===== src/rtl/aib_redundancy_pkg.sv =====
// aib_redundancy_pkg: shared constants and FSM state type for the AIB redundancy controller.
//   NPADS/IDXW  : microbump count and pad index width
//   SPARE_*     : parity-matched spare bumps
//   LO_*/HI_*   : repairable pad ranges below and above the spares
package aib_redundancy_pkg;
    localparam int NPADS = 102;
    localparam int IDXW  = 7;
    localparam logic [IDXW-1:0] SPARE_EVEN = 7'd50;
    localparam logic [IDXW-1:0] SPARE_ODD  = 7'd51;
    localparam logic [IDXW-1:0] LO_MIN     = 7'd2;
    localparam logic [IDXW-1:0] LO_MAX     = 7'd49;
    localparam logic [IDXW-1:0] HI_MIN     = 7'd52;
    localparam logic [IDXW-1:0] HI_MAX     = 7'd101;
    typedef enum logic [2:0] {IDLE, CHECK, FILL, CLEAR, ACK} state_t;
endpackage


===== src/rtl/aib_redundancy_ctrl.sv =====
// aib_redundancy_ctrl: builds the thermometer pad_shift repair vector for the AIB redundancy mux.
//   clk, rst_n        : block clock, asynchronous active-low reset
//   rep_req, rep_clr  : repair / clear-all requests, held until rep_ack
//   rep_idx           : failing pad index, sampled in IDLE
//   rep_ack, rep_err  : one-cycle completion strobe and reject flag
//   busy              : FSM not in IDLE
//   pad_shift         : registered repair vector
//   shift_valid       : pad_shift is not mid-fill
module aib_redundancy_ctrl
    import aib_redundancy_pkg::*;
(
    input  logic             clk,
    input  logic             rst_n,
    input  logic             rep_req,
    input  logic             rep_clr,
    input  logic [IDXW-1:0]  rep_idx,
    output logic             rep_ack,
    output logic             rep_err,
    output logic             busy,
    output logic [NPADS-1:0] pad_shift,
    output logic             shift_valid
);
    state_t          state_q, state_d;
    logic [IDXW-1:0] idx_q, ptr_q, end_q, start, stop;
    logic [1:0]      used_q;
    logic            err_q, hold_q, go, bad, lower;

    // hold_q blocks a request that is still asserted after its own ack,
    // so the requester must drop req/clr for a cycle before the next one.
    assign go    = !hold_q && (rep_req || rep_clr);
    assign bad   = (idx_q <= 7'd1) || (idx_q == SPARE_EVEN) || (idx_q == SPARE_ODD) ||
                   (idx_q > HI_MAX) || used_q[idx_q[0]];
    assign lower = idx_q <= LO_MAX;
    // Lower faults shift toward the spare (up to 48/49); upper faults shift
    // from just above the spare (52/53) up to the fault.
    assign start = lower ? idx_q : {6'd26, idx_q[0]};
    assign stop  = lower ? {6'd24, idx_q[0]} : idx_q;

    assign rep_ack     = state_q == ACK;
    assign rep_err     = (state_q == ACK) && err_q;
    assign busy        = state_q != IDLE;
    assign shift_valid = state_q != FILL;

    always_comb begin
        state_d = state_q;
        case (state_q)
            IDLE:    state_d = go ? (rep_clr ? CLEAR : CHECK) : IDLE;
            CHECK:   state_d = bad ? ACK : FILL;
            FILL:    state_d = (ptr_q == end_q) ? ACK : FILL;
            CLEAR:   state_d = ACK;
            ACK:     state_d = IDLE;
            default: state_d = IDLE;
        endcase
    end

    always_ff @(posedge clk or negedge rst_n) begin
        if (!rst_n) begin
            state_q   <= IDLE;
            idx_q     <= '0;
            ptr_q     <= '0;
            end_q     <= '0;
            used_q    <= '0;
            err_q     <= 1'b0;
            hold_q    <= 1'b0;
            pad_shift <= '0;
        end else begin
            state_q <= state_d;
            hold_q  <= (rep_req || rep_clr) && (hold_q || state_q == ACK);
            case (state_q)
                IDLE: if (go && !rep_clr) idx_q <= rep_idx;
                CHECK: begin
                    err_q <= bad;
                    if (!bad) begin
                        used_q[idx_q[0]] <= 1'b1;
                        ptr_q            <= start;
                        end_q            <= stop;
                    end
                end
                FILL: begin
                    pad_shift[ptr_q] <= 1'b1;
                    ptr_q            <= ptr_q + 7'd2;
                end
                CLEAR: begin
                    pad_shift <= '0;
                    used_q    <= '0;
                    err_q     <= 1'b0;
                end
                default: ;
            endcase
        end
    end
endmodule


===== config.mk =====
export PLATFORM = sky130hd
export DESIGN_NAME = aib_redundancy_ctrl
export DESIGN_NICKNAME = d
export VERILOG_FILES = /design/src/rtl/aib_redundancy_pkg.sv /design/src/rtl/aib_redundancy_ctrl.sv
export SDC_FILE = /design/constraint.sdc
export NUM_CORES = 1
export LEC_CHECK = 0
export ABC_AREA = 1
export ABC_CLOCK_PERIOD_IN_PS = 1550
export CAP_MARGIN = 20
export CORE_UTILIZATION = 47
export DETAILED_ROUTE_END_ITERATION = 12
export PLACE_DENSITY = 0.77
export SYNTH_ARGS = -nofsm -noshare
export SYNTH_HDL_FRONTEND = slang
export SYNTH_SLANG_ARGS = --single-unit
export TNS_END_PERCENT = 10

===== constraint.sdc =====
create_clock -name clk -period 1.55 [get_ports clk]
set_input_delay 0.3875 -clock clk [delete_from_list [all_inputs] [get_ports clk]]
set_output_delay 0.3875 -clock clk [all_outputs]
set_load 0.005 [all_outputs]

==> run_results.csv <==
group,metric,value,unit
layout,nFillCells,868,
synthesis,synth_area,0.00587,sq mm
clock_network,clock_latency,0.42,ns
timing,drv_slew,0,
critical_path,cp.arrival,1.33,ns
global_routing,antenna_found_initial,0,
floorplan,num_rows,40,
timing,maxSlewHeadroom,69.2,%
route,wl_per_cell,17.2,microns
critical_path,r2r_setup_slack,-0.11,ns
floorplan,ios,117,
placement,io_buffers,116,
critical_path,reg2regPathDepth,8,
route,drt_pass1_iterations,6,
global_routing,grt_max_degree,74,
critical_path,critical_path_class,"flip-flop to output port",
synthesis,synth_edf_count,0,
clock_network,clk_path_buf_depth,2,
timing,fin_tns_setup,-4.37,ns
global_routing,track_usage,24.7,%
timing,finalClockSkew,0.00979,ns
floorplan,design.core.area,0.0121,sq mm
status,outcome,"finished with violations",
route,vias_per_cell,5.51,
critical_path,timing.rr.start,"state_q[2]",
status,violations,"setup timing",
synthesis,ys.warnings.count,0,
timing,clock.fmax,582,MHz
timing,worstMarginPinSlew,0.461,ns
layout,drive_gt1_share,22.3,%
timing,fin_crit,1.72,ns
route,num_vias,5466,
floorplan,die_area,0.0129,sq mm
pwr,power.density,1810,mW/mm^2
clock_network,cts.sinks,130,
pwr,peakVddDrop,960,uV
critical_path,cpPeakStageDelay,0.39,ns
hold_path,hold_depth,2,
critical_path,cp_max_fo,2,
synthesis,ys_seq_area_share,55.4,%
layout,antenna_cells,0,
synthesis,syn-num-nets,668,
placement,gp_congestion,0.842,
clock_network,clkSlewWorstSetupHoldPaths,0.06,ns
synthesis,synth_seq_cells,130,
hold_path,hold_start,"pad_shift[44]",
clock_network,cts_tree,"built",
critical_path,r2r_end,"pad_shift[5]",
timing,final.setup.worst_slack,-0.168,ns
critical_path,crit_path_top_delay_cell,"dfrtp_1",
critical_path,end_kind,"output port",
synthesis,async_flop_share,100,%
timing,finalCritPeriodShare,111,%
hold_path,hold_end,"pad_shift[44]",
timing,rsz0062_at_grt,"yes",
synthesis,syn_avg_cell_area,8.99,sq um
critical_path,critPathLaunchType,"flip-flop",
hold_path,holdCritPathClass,"flip-flop to flip-flop",
route,wl,17000,microns
route,drt_iter0_markers,630,
global_routing,grt_remaining_overflow,0,
route,drc,0,
placement,hpwl,10500,microns
critical_path,critical_path.cell_chain,"buf_6 > nor4_4 > buf_2",
pwr,p_total,15400,uW
timing,hold_violations,0,
clock_network,cts_root_buf,"clkbuf_16",
route,drt.antenna.violating_nets,0,
clock_network,numCtsBuffers,17,
synthesis,syn_inst,653,
synthesis,synth_cell_types,34,
pwr,p_leak,0.00468,uW
global_routing,grt_pass1_wl,25000,microns
floorplan,die_height,114,microns
clock_network,htreeDepth,4,
global_routing,grt_pass1_vias,5006,
layout,layout.nets,826,
run,cap_violations,0,
critical_path,required,1.16,ns
layout,area_delta_synth_final,45.0,%
floorplan,dieWidth,114,microns
floorplan,initial_core_util,48.5,%
timing,setup_violations,94,
synthesis,synthFlopType,"dfrtp_1",
sequential cells by signal (all words and copies together), names as in the netlist:
| name | count |
|---|---|
| pad_shift | 102 |
| end_q | 7 |
| err_q | 1 |
| hold_q | 1 |
| idx_q | 7 |
| used_q | 2 |
| state_q | 3 |
| ptr_q | 7 |
worst max-delay path by stage:
| stage | depth (start not counted) | end | start | slack [ns] |
|---|---|---|---|---|
| floorplan | 7 | pad_shift[29] | ptr_q[1] | 0.04 |
| global placement | 2 | rep_err | state_q[1] | -0.11 |
| detailed placement | 2 | rep_err | state_q[1] | -0.10 |
| CTS | 3 | rep_err | state_q[0] | -0.18 |
| global route | 3 | rep_err | state_q[0] | -0.24 |
| finish | 3 | rep_err | state_q[0] | -0.17 |
cell type report:
cell class,instances,area (sq um),share of cell area (%)
clock inverter,8,125,1.47
inverter,82,330,3.88
tap,168,210,2.47
multi-input combinational,403,2390,28.1
sequential,130,3260,38.3
timing repair buffer,177,1710,20.1
clock buffer,24,482,5.66
stage by stage:
step	worst slack (ns)	util (%)	hold WS (ns)	instances	area, sq um
2_1_floorplan	0.0448	-	0.0919	653	5870
3_3_place_gp	-0.112	61.7	0.424	943	7470
3_5_place_dp	-0.101	61.7	0.427	943	7470
4_1_cts	-0.177	66.7	0.494	982	8080
5_1_grt	-0.236	70.3	0.511	992	8510
6_report	-0.168	70.3	0.495	992	8510
repair_timing:
| action | 4_1_cts | 5_1_grt |
|---|---|---|
| setup buffers | 6 | 4 |
| resized for setup | 146 | 96 |
| gates cloned | 0 | 6 |
| hold buffers | 1 | 0 |
| endpoints found under the hold margin | 1 | 0 |
| setup endpoints to repair | 139 | 123 |
| pin swaps | 5 | 6 |
layer usage:
metal  GRT usage [%]  share of wire [%]  up-vias
met5               0                  0        -
met4            9.09                3.3        0
met3            5.37                7.0       54
met2            41.3                 51      288
met1            31.8                 39     2649
li1                -                  -     2475
synth_stat cells (7+ instances only):
cell type,number,area [sq um]
a21oi_1,22,110
nor2_1,110,413
nor2_2,9,56.3
nand2_1,72,270
buf_6,8,90.1
o2bb2ai_1,8,70.1
nand3_1,21,105
o21ai_2,7,61.3
o21ai_0,47,235
clkbuf_1,10,37.5
buf_2,14,70.1
nor4_1,44,275
inv_1,77,289
a31oi_1,25,156
dfrtp_1,130,3250
nor3_1,13,65.1
logic make-up (layout without fill, tap and decap cells):
logic type	count (synthesis)	after routing	share of synthesized area [%]
xor+xnor	10	10	1.49
flops	130	130	55.4
buf+inv	120	291	9.48
simple gates	278	278	21.8
fa+ha+maj	4	4	0.852
compound gates	111	111	11.0
cell usage in the layout, fill, tap and decap left out, types with 4 or more instances in the layout:
cell type,Yosys,final
dfrtp_1,130,126
nor2_1,110,105
dlygate4sd2_1,0,102
inv_1,77,74
nand2_1,72,71
buf_4,4,34
o21ai_2,7,29
a31oi_1,25,25
nor4_1,44,24
a21oi_1,22,22
nand3_1,21,20
clkbuf_16,0,19
o21ai_1,2,15
nor4_2,0,15
nor2_2,9,14
buf_12,0,13
o21ai_0,47,12
buf_6,8,12
clkdlybuf4s50_1,0,9
o2bb2ai_1,8,8
nor3_2,1,6
nor3_1,13,6
xor2_1,5,5
xnor2_1,5,5
nor4_4,0,5
inv_2,3,4
clkbuf_1,10,4
buf_2,14,4
dfrtp_2,0,4
report_power, final:
group / total (uW) / internal (uW) / switching [uW]
Sequential: 4880 / 4170 / 707
Clock: 4100 / 2660 / 1440
Combinational: 6450 / 2570 / 3880
worst max-delay path, delay by kind of cell (launching register included):
family        cells  cell delay (ns)
buf+inv           2             0.28
flops             1             0.39
simple gates      1             0.24
(Power assumes the default switching activity.)
